`src/rtl/dc_token_ring_fifo_wr_arbiter.sv`:
```
// Round-robin write-port arbiter: one token holder at a time feeds a FIFO,
// with per-tenure burst limiting and a wrapping accepted-write counter.
module dc_token_ring_fifo_wr_arbiter #(
   parameter int N_REQ      = 4,
   parameter int DATA_WIDTH = 32,
   parameter int MAX_BURST  = 4,
   parameter int CNT_WIDTH  = 16
) (
   input  logic                        clk_i,
   input  logic                        rst_i,
   input  logic [N_REQ-1:0]            req_valid_i,
   input  logic [N_REQ*DATA_WIDTH-1:0] req_data_i,
   output logic [N_REQ-1:0]            req_ready_o,
   input  logic                        fifo_ready_i,
   output logic                        fifo_wr_en_o,
   output logic [DATA_WIDTH-1:0]       fifo_data_o,
   output logic [N_REQ-1:0]            grant_o,
   output logic                        busy_o,
   output logic [CNT_WIDTH-1:0]        wr_count_o
);

   localparam int OW  = $clog2(N_REQ);
   localparam int OW1 = OW + 1;
   localparam logic [7:0]    LAST_BEAT = 8'(MAX_BURST - 1);
   localparam logic [OW-1:0] LAST_IDX  = OW'(N_REQ - 1);
   localparam logic [OW:0]   N_EXT     = OW1'(N_REQ);

   typedef enum logic {IDLE = 1'b0, BUSY = 1'b1} state_t;

   state_t                state, state_nxt;
   logic [OW-1:0]         owner, owner_nxt;
   logic [OW-1:0]         ptr, ptr_nxt;
   logic [7:0]            burst_cnt, burst_cnt_nxt;
   logic [CNT_WIDTH-1:0]  wr_count, wr_count_nxt;
   logic [N_REQ-1:0]      grant, grant_nxt;

   logic [N_REQ-1:0]      rot;
   logic [OW-1:0]         off;
   logic [OW:0]           sum;
   logic [OW-1:0]         pick;
   logic                  pick_vld;
   logic [DATA_WIDTH-1:0] sel_data;
   logic                  owner_valid;
   logic                  wr_en;
   logic                  rel;

   // Rotate valids so the scan origin sits at bit 0, take the lowest set bit,
   // then map the offset back to an absolute index.
   always_comb begin
      rot      = N_REQ'({req_valid_i, req_valid_i} >> ptr);
      off      = '0;
      pick_vld = |req_valid_i;
      for (int i = N_REQ - 1; i >= 0; i--) begin
         if (rot[i]) off = OW'(i);
      end
      sum = {1'b0, ptr} + {1'b0, off};
      if (sum >= N_EXT) sum = sum - N_EXT;
      pick = sum[OW-1:0];
   end

   always_comb begin
      sel_data = '0;
      for (int k = 0; k < N_REQ; k++) begin
         if (owner == OW'(k)) sel_data = req_data_i[k*DATA_WIDTH +: DATA_WIDTH];
      end
   end

   assign owner_valid  = req_valid_i[owner];
   assign wr_en        = (state == BUSY) && owner_valid && fifo_ready_i;
   assign fifo_wr_en_o = wr_en;
   assign fifo_data_o  = (state == BUSY) ? sel_data : '0;
   assign grant_o      = grant;
   assign busy_o       = (state == BUSY);
   assign wr_count_o   = wr_count;

   always_comb begin
      req_ready_o = '0;
      if (state == BUSY) req_ready_o[owner] = fifo_ready_i;
   end

   always_comb begin
      state_nxt     = state;
      owner_nxt     = owner;
      ptr_nxt       = ptr;
      burst_cnt_nxt = burst_cnt;
      wr_count_nxt  = wr_count;
      grant_nxt     = grant;
      rel           = 1'b0;
      case (state)
         IDLE: begin
            if (pick_vld) begin
               owner_nxt     = pick;
               burst_cnt_nxt = '0;
               grant_nxt     = N_REQ'(1) << pick;
               state_nxt     = BUSY;
            end
         end
         BUSY: begin
            if (wr_en) begin
               wr_count_nxt  = wr_count + 1'b1;
               burst_cnt_nxt = burst_cnt + 8'd1;
               if (burst_cnt == LAST_BEAT) rel = 1'b1;
            end else if (!owner_valid) begin
               rel = 1'b1;
            end
            // A stalled FIFO with valid data keeps the token indefinitely.
            if (rel) begin
               ptr_nxt   = (owner == LAST_IDX) ? '0 : owner + 1'b1;
               grant_nxt = '0;
               state_nxt = IDLE;
            end
         end
      endcase
   end

   always_ff @(posedge clk_i or posedge rst_i) begin
      if (rst_i) begin
         state     <= IDLE;
         owner     <= '0;
         ptr       <= '0;
         burst_cnt <= '0;
         wr_count  <= '0;
         grant     <= '0;
      end else begin
         state     <= state_nxt;
         owner     <= owner_nxt;
         ptr       <= ptr_nxt;
         burst_cnt <= burst_cnt_nxt;
         wr_count  <= wr_count_nxt;
         grant     <= grant_nxt;
      end
   end

endmodule

```
`config.mk`:
```
export PLATFORM = sky130hd
export DESIGN_NAME = dc_token_ring_fifo_wr_arbiter
export DESIGN_NICKNAME = d
export VERILOG_FILES = /design/src/rtl/dc_token_ring_fifo_wr_arbiter.sv
export SDC_FILE = /design/constraint.sdc
export NUM_CORES = 1
export LEC_CHECK = 0
export CORE_AREA = 3 3 89 91
export CTS_CLUSTER_SIZE = 10
export DETAILED_ROUTE_END_ITERATION = 8
export DIE_AREA = 0 0 92 94
export DONT_BUFFER_PORTS = 1
export PLACE_DENSITY = 0.65
export SYNTH_ARGS = -nofsm -noshare
export SYNTH_HDL_FRONTEND = slang
export SYNTH_SLANG_ARGS = --single-unit
```
`constraint.sdc`:
```
create_clock -name clk_i -period 1.95 [get_ports clk_i]
set_clock_uncertainty 0.15 [all_clocks]
set_input_delay 0.39 -clock clk_i [delete_from_list [all_inputs] [get_ports clk_i]]
set_output_delay 0.39 -clock clk_i [all_outputs]
set_load 0.03 [all_outputs]
```
==> qor.yml, run 1 <==
run_status:
  outcome: "complete, but fails checks"
  violations: "negative setup slack"
critical_path:
  start_kind: "flop"
  r2r-start: "owner[0]$_DFFE_PP0P_"
  cp_common_cell: "buf_6"
  crit_fanout: 6
  worstRegToRegCells: 9
  end_kind: "primary output"
  r2r-end: "wr_count_o[15]$_DFFE_PP0P_"
  crit_chain: "buf_6, ha_4, nor2b_4, buf_6, buf_12, a221oi_2, nor3_1, a21oi_1, nor2b_2, buf_6"
  critical_path_class: "reg -> out"
  cp_data_required_time_ns: 1.41
  critical_path.slowest_cell: "dfrtp_1"
  max_stage_delay_ns: 0.40
  reg2reg_setup_slack_ns: -0.28
  worstPathArrival_ns: 2.02
sta:
  max_freq_mhz: 391
  fin_crit_sh_pct: 131
  rsz0062_at_grt: "yes"
  min_period_ns: 2.56
  setup_tns_ns: -22.53
  slew_violations: 0
  worst_pin_slew_ns: 0.430
  fin_ws_ns: -0.607
  hold_ws_ns: 0.235
  slew_headroom_pct: 71.4
  hold_violations: 0
  setup_violations: 64
layout:
  synthToLayoutAreaGrowth_pct: 57.7
  nNetsFinal: 571
  final_util_pct: 61.9
  finish.instance_area_sq_um: 4460
  layout-drive-gt1-share_pct: 46.5
  stdcell_count: 529
  diodes: 0
routing:
  via_count: 3096
  ant_nets: 0
  drtPass1Iterations: 4
  routed_wl_um: 10500
  wire_per_inst_um: 19.9
  first_iter_violations: 107
  drc: 0
  viasPerCell: 5.85
min_path:
  holdCritPathClass: "in -> reg"
  min_to: "busy_o$_DFF_PP0_"
  holdPathStages: 3
  min_from: "req_valid_i[1]"
logic_synthesis:
  syn_nets: 497
  yosys-top-cells-count: "65 x nor2b_1, 36 x a21oi_1, 35 x nor3_1, 33 x dfrtp_1, 32 x a221oi_1"
  syn_area_per_cell_sq_um: 7.97
  yosysWarnings: 0
  synth_top_area_share_pct: 29.2
  ys_types: 40
  ys_ff_latch: 33
  synth_edf_count: 0
  synthArstFlopShare_pct: 100
  ys_seq_area_share_pct: 29.2
  synth_cells: 355
  yosys.area.top_type: "dfrtp_1"
  netlist_area_sq_um: 2830
  ys.flop_type: "dfrtp_1"
  synthTopCellsByArea: "dfrtp_1 29%, nor2b_1 14%, a221oi_1 9.9%"
  synth.most_common_cell: "nor2b_1"
die:
  die_w_um: 92
  die_h_um: 94
  dieArea_sq_um: 8650
  row_count: 31
  ios: 193
  initial_core_util_pct: 39.2
  coreArea_sq_um: 7210
flow_run:
  drv_cap: 0
grt:
  grt_util_all_layers_pct: 22.7
  grt.overflow.total: 0
  grt_pass1_vias: 3012
  grt_pass1_wl_um: 15800
  grt_max_degree: 43
  antenna_found_initial: 1
power_and_ir_drop:
  p_leak_uw: 0.00190
  power_density_nw_per_um2: 2090
  peakVddDrop_mv: 1.44
cts:
  cts_tree: "done"
  cts.sinks: 33
  cts-root-buf: "clkbuf_8"
  clk_latency_ns: 0.28
  numCtsBuffers: 5
  clk_pin_slew_ns: 0.07
  clockBufferDepth: 2
  htree_levels: 2
place:
  place_congestion: 0.871
  portBuffers: 0
  dp_hpwl_um: 7440
  placed_cells: 503
  postPlaceCellArea_sq_um: 3610
worst max-delay path, delay by kind of cell (launching register included):
kind / cells / cell delay (ns)
AND/OR/NAND/NOR: 3 / 0.49
adder cells (fa/ha/maj): 1 / 0.17
AO/OA/AOI/OAI: 2 / 0.14
buffers and inverters: 4 / 0.54
flip-flops: 1 / 0.40
worst max path at each step:
stage,from,end,slack (ns),depth (start not counted)
finish,owner[0]$_DFFE_PP0P_,fifo_data_o[12],-0.61,10
global route,owner[0]$_DFFE_PP0P_,fifo_data_o[17],-0.70,10
CTS,owner[1]$_DFFE_PP0P_,fifo_data_o[21],-0.61,10
detailed placement,owner[0]$_DFFE_PP0P_,fifo_data_o[24],-0.44,9
global placement,owner[0]$_DFFE_PP0P_,fifo_data_o[0],-0.40,9
floorplan,owner[1]$_DFFE_PP0P_,fifo_data_o[10],-0.30,10
metrics by stage:
step	setup WS [ns]	total power, uW
6_report	-0.607	9330
5_1_grt	-0.705	9890
4_1_cts	-0.606	8760
3_5_place_dp	-0.438	6950
3_3_place_gp	-0.404	6840
2_1_floorplan	-0.302	5090
kinds of logic after synthesis:
family	count (synthesis)	synth area share [%]
mux	4	1.99
flops	33	29.2
xor+xnor	20	6.19
fa+ha+maj	7	3.09
simple gates	169	33.6
compound gates	86	20.7
buf+inv	36	5.26
layout by cell type, fill, tap and decap left out, drive strengths merged, types with 2 or more instances in the layout:
cell type,count
inv,6
xnor2,18
a221oi,32
mux2,3
buf,95
o21ai,6
nor2,11
nand4b,2
dfrtp,33
a21oi,36
bufinv,2
nand2,23
xor2,2
and3,8
nand2b,2
ha,7
nor2b,65
o31ai,3
nor3,36
nand4,4
clkbuf,6
nand3,14
o211ai,2
where the power goes:
part / leakage, uW / switching [uW] / internal (uW)
registers: 0.000440 / 196 / 830
logic: 0.00139 / 4000 / 3550
clock network: 0.0000681 / 249 / 508
total: 0.00190 / 4440 / 4890
registers in the layout, indices dropped and copies added (netlist names):
register,flops
wr_count_o,16
burst_cnt,8
grant_o,4
owner,2
ptr,2
busy_o,1
metal layers:
metal | wire length, um | GRT usage [%] | share of wire (%)
met4 | 288 | 7.55 | 2.7
met2 | 5340 | 40.1 | 51
met1 | 4040 | 26.2 | 38
met5 | 17 | 0 | 0.16
met3 | 824 | 6.73 | 7.8
layout make-up:
type / count / area (sq um)
clock inverter: 3 / 65.1
timing repair buffer: 97 / 1020
inverter: 6 / 25.0
sequential: 33 / 826
multi-input combinational: 286 / 2330
fill: 583 / 2750
clock buffer: 5 / 68.8
tap: 99 / 124
repair_timing:
| action | CTS | global route |
|---|---|---|
| setup endpoints to repair | 49 | 68 |
| hold buffers | 1 | 0 |
| buffers inserted | 10 | 6 |
| pin swaps | 18 | 22 |
| resized for setup | 72 | 44 |
| cloned | 2 | 1 |
| endpoints found under the hold margin | 33 | 0 |
(Power assumes the default switching activity.)
==> run 2, diff against run 1 <==
--- a/config.mk
+++ b/config.mk
@@ -6,6 +6,7 @@
 export NUM_CORES = 1
 export LEC_CHECK = 0
 export CORE_AREA = 3 3 89 91
+export CTS_CLUSTER_DIAMETER = 60
 export CTS_CLUSTER_SIZE = 10
 export DETAILED_ROUTE_END_ITERATION = 8
 export DIE_AREA = 0 0 92 94
==> constraint.sdc (replaced) <==
create_clock -name clk_i -period 1.95 [get_ports clk_i]
set_clock_uncertainty 0.15 [all_clocks]
set_input_delay 0.2925 -clock clk_i [delete_from_list [all_inputs] [get_ports clk_i]]
set_output_delay 0.2925 -clock clk_i [all_outputs]
set_load 0.03 [all_outputs]
==> run 2 against run 1 <==
The run still ends with negative setup slack left. Sequential share of layout area fell by 0.14 points. Worst setup slack better by 0.075 ns. Largest power group unchanged. Final cell count grew 1.1%. Critical endpoint is now fifo_data_o[13].
==> qor.yml, run 2 (synthesis gave the netlist of run 1 again) <==
layout:
  multi_input_area_sq_um: 2350
  final_common_cell: "buf_4"
  layout_common_cells: "53 x buf_4, 33 x a21oi_1, 33 x dfrtp_1, 32 x buf_6, 30 x nor2b_2"
  final_util_pct: 62.3
  largest_reg_flops: 16
  synthToLayoutAreaGrowth_pct: 58.9
  fill_cells: 569
  regArea_sq_um: 826
  diodes: 0
  layout-drive-gt1-share_pct: 49.1
  nNetsFinal: 577
critical_path:
  cp_common_cell: "buf_12"
  start_kind: "flop"
  end_kind: "primary output"
  critical-path-top-delay-family: "buffers and inverters"
  worstRegToRegCells: 8
  max_stage_delay_ns: 0.40
  cp_data_required_time_ns: 1.51
  critical_path_class: "reg -> out"
  worstPathArrival_ns: 2.04
  crit_chain: "inv_2, buf_6, ha_4, buf_12, buf_12, a221oi_1, nor3_1, a21oi_1, nor2b_2, buf_4"
  cp_num_buf_inv: 5
  critical_path.slowest_cell: "dfrtp_1"
  cp.depth: 10
  crit_fanout: 23
die:
  die_w_um: 92
  ios: 193
  die_h_um: 94
  dieArea_sq_um: 8650
  row_count: 31
  coreArea_sq_um: 7210
  initial_core_util_pct: 39.2
routing:
  wire_per_inst_um: 19.4
  via_count: 3132
  viasPerCell: 5.85
  drtPass1Iterations: 4
  drc: 0
  ant_nets: 0
  first_iter_violations: 150
  routed_wl_um: 10400
sta:
  max_freq_mhz: 403
  slew_violations: 0
  slew_headroom_pct: 72.1
  worst_pin_slew_ns: 0.418
  rsz0062_at_grt: "yes"
  hold_ws_ns: 0.134
  fin_crit_sh_pct: 127
  setup_violations: 64
  fin_ws_ns: -0.531
  min_period_ns: 2.48
  hold_violations: 0
grt:
  grt.overflow.total: 0
  grt_pass1_vias: 3042
  antenna_found_initial: 0
  grt_util_all_layers_pct: 23.2
  grt_max_degree: 34
  grt_pass1_wl_um: 16000
flow_run:
  drv_cap: 0
min_path:
  holdPathStages: 3
  holdCritPathClass: "in -> reg"
power_and_ir_drop:
  p_leak_uw: 0.00194
  power_uw: 9210
  power_density_nw_per_um2: 2050
  peakVddDrop_mv: 1.40
cts:
  numCtsBuffers: 5
  clk_latency_ns: 0.29
  clockBufferDepth: 2
  cts_tree: "done"
  cts-root-buf: "clkbuf_8"
  cts.sinks: 33
  htree_levels: 2
  clk_pin_slew_ns: 0.07
place:
  place_congestion: 0.903
  portBuffers: 0
  dp_hpwl_um: 7410
run_status:
  violations: "negative setup slack"
  outcome: "complete, but fails checks"
==> run 2: cell count changes in the layout (fill, tap and decap cells not counted), sizes merged <==
cell,delta
buf,+6
bufinv,-2
clkinv,+1
clkinvlp,+1
==> run 2: layout make-up <==
| type | instances | area share [%] |
|---|---|---|
| Inverter | 6 | 0.556 |
| Clock inverter | 3 | 0.389 |
| Multi-Input combinational cell | 286 | 52.3 |
| Timing Repair Buffer | 103 | 24.1 |
| Tap cell | 99 | 2.75 |
| Sequential cell | 33 | 18.4 |
| Clock buffer | 5 | 1.53 |
==> run 2: worst paths after layout <==
check	startpoint	endpoint	slack, ns
hold reg to reg	burst_cnt[4]$_DFFE_PP0P_	burst_cnt[4]$_DFFE_PP0P_	0.38
min in group asynchronous	rst_i	wr_count_o[8]$_DFFE_PP0P_	0.38
max in group asynchronous	rst_i	wr_count_o[5]$_DFFE_PP0P_	0.97
setup / recovery	owner[0]$_DFFE_PP0P_	fifo_data_o[13]	-0.53
setup reg to reg	owner[0]$_DFFE_PP0P_	grant_o[3]$_DFFE_PP0P_	-0.27
hold / removal	req_valid_i[1]	busy_o$_DFF_PP0_	0.13
==> run 2: repair_timing <==
action | 4_1_cts | 5_1_grt
cloned | 3 | 0
setup endpoints to repair | 44 | 67
buffers inserted | 6 | 10
pin swaps | 23 | 11
hold buffers | 1 | 0
hold endpoints to repair | 33 | 0
gates resized for setup | 94 | 20
==> run 2: per-stage QoR <==
stage          instances  setup WS [ns]  setup TNS (ns)  cell area [sq um]
4_1_cts              525         -0.507          -17.82               4330
2_1_floorplan        355         -0.204           -6.45               2950
3_3_place_gp         507         -0.235           -5.72               3660
6_report             535         -0.531          -19.47               4500
5_1_grt              535         -0.646          -24.91               4500
3_5_place_dp         507         -0.264           -6.83               3660
==> run 2: where the power goes <==
part	switching [uW]	internal (uW)	total (uW)
clock network	263	246	509
registers	213	829	1040
logic	3990	3670	7660
==> run 2: routing by layer <==
metal / global-route usage (%) / part of all wire [%] / vias up
met5: 0 / 0 / -
met1: 27.2 / 37 / 1500
met2: 40.9 / 52 / 144
met4: 7.92 / 2.9 / 0
li1: - / - / 1461
met3: 6.17 / 8.1 / 27
==> run 2: worst min-delay path, delay by kind of cell <==
| kind | cells | cell delay [ns] |
|---|---|---|
| AND/OR/NAND/NOR | 2 | 0.13 |
| AO/OA/AOI/OAI | 1 | 0.12 |
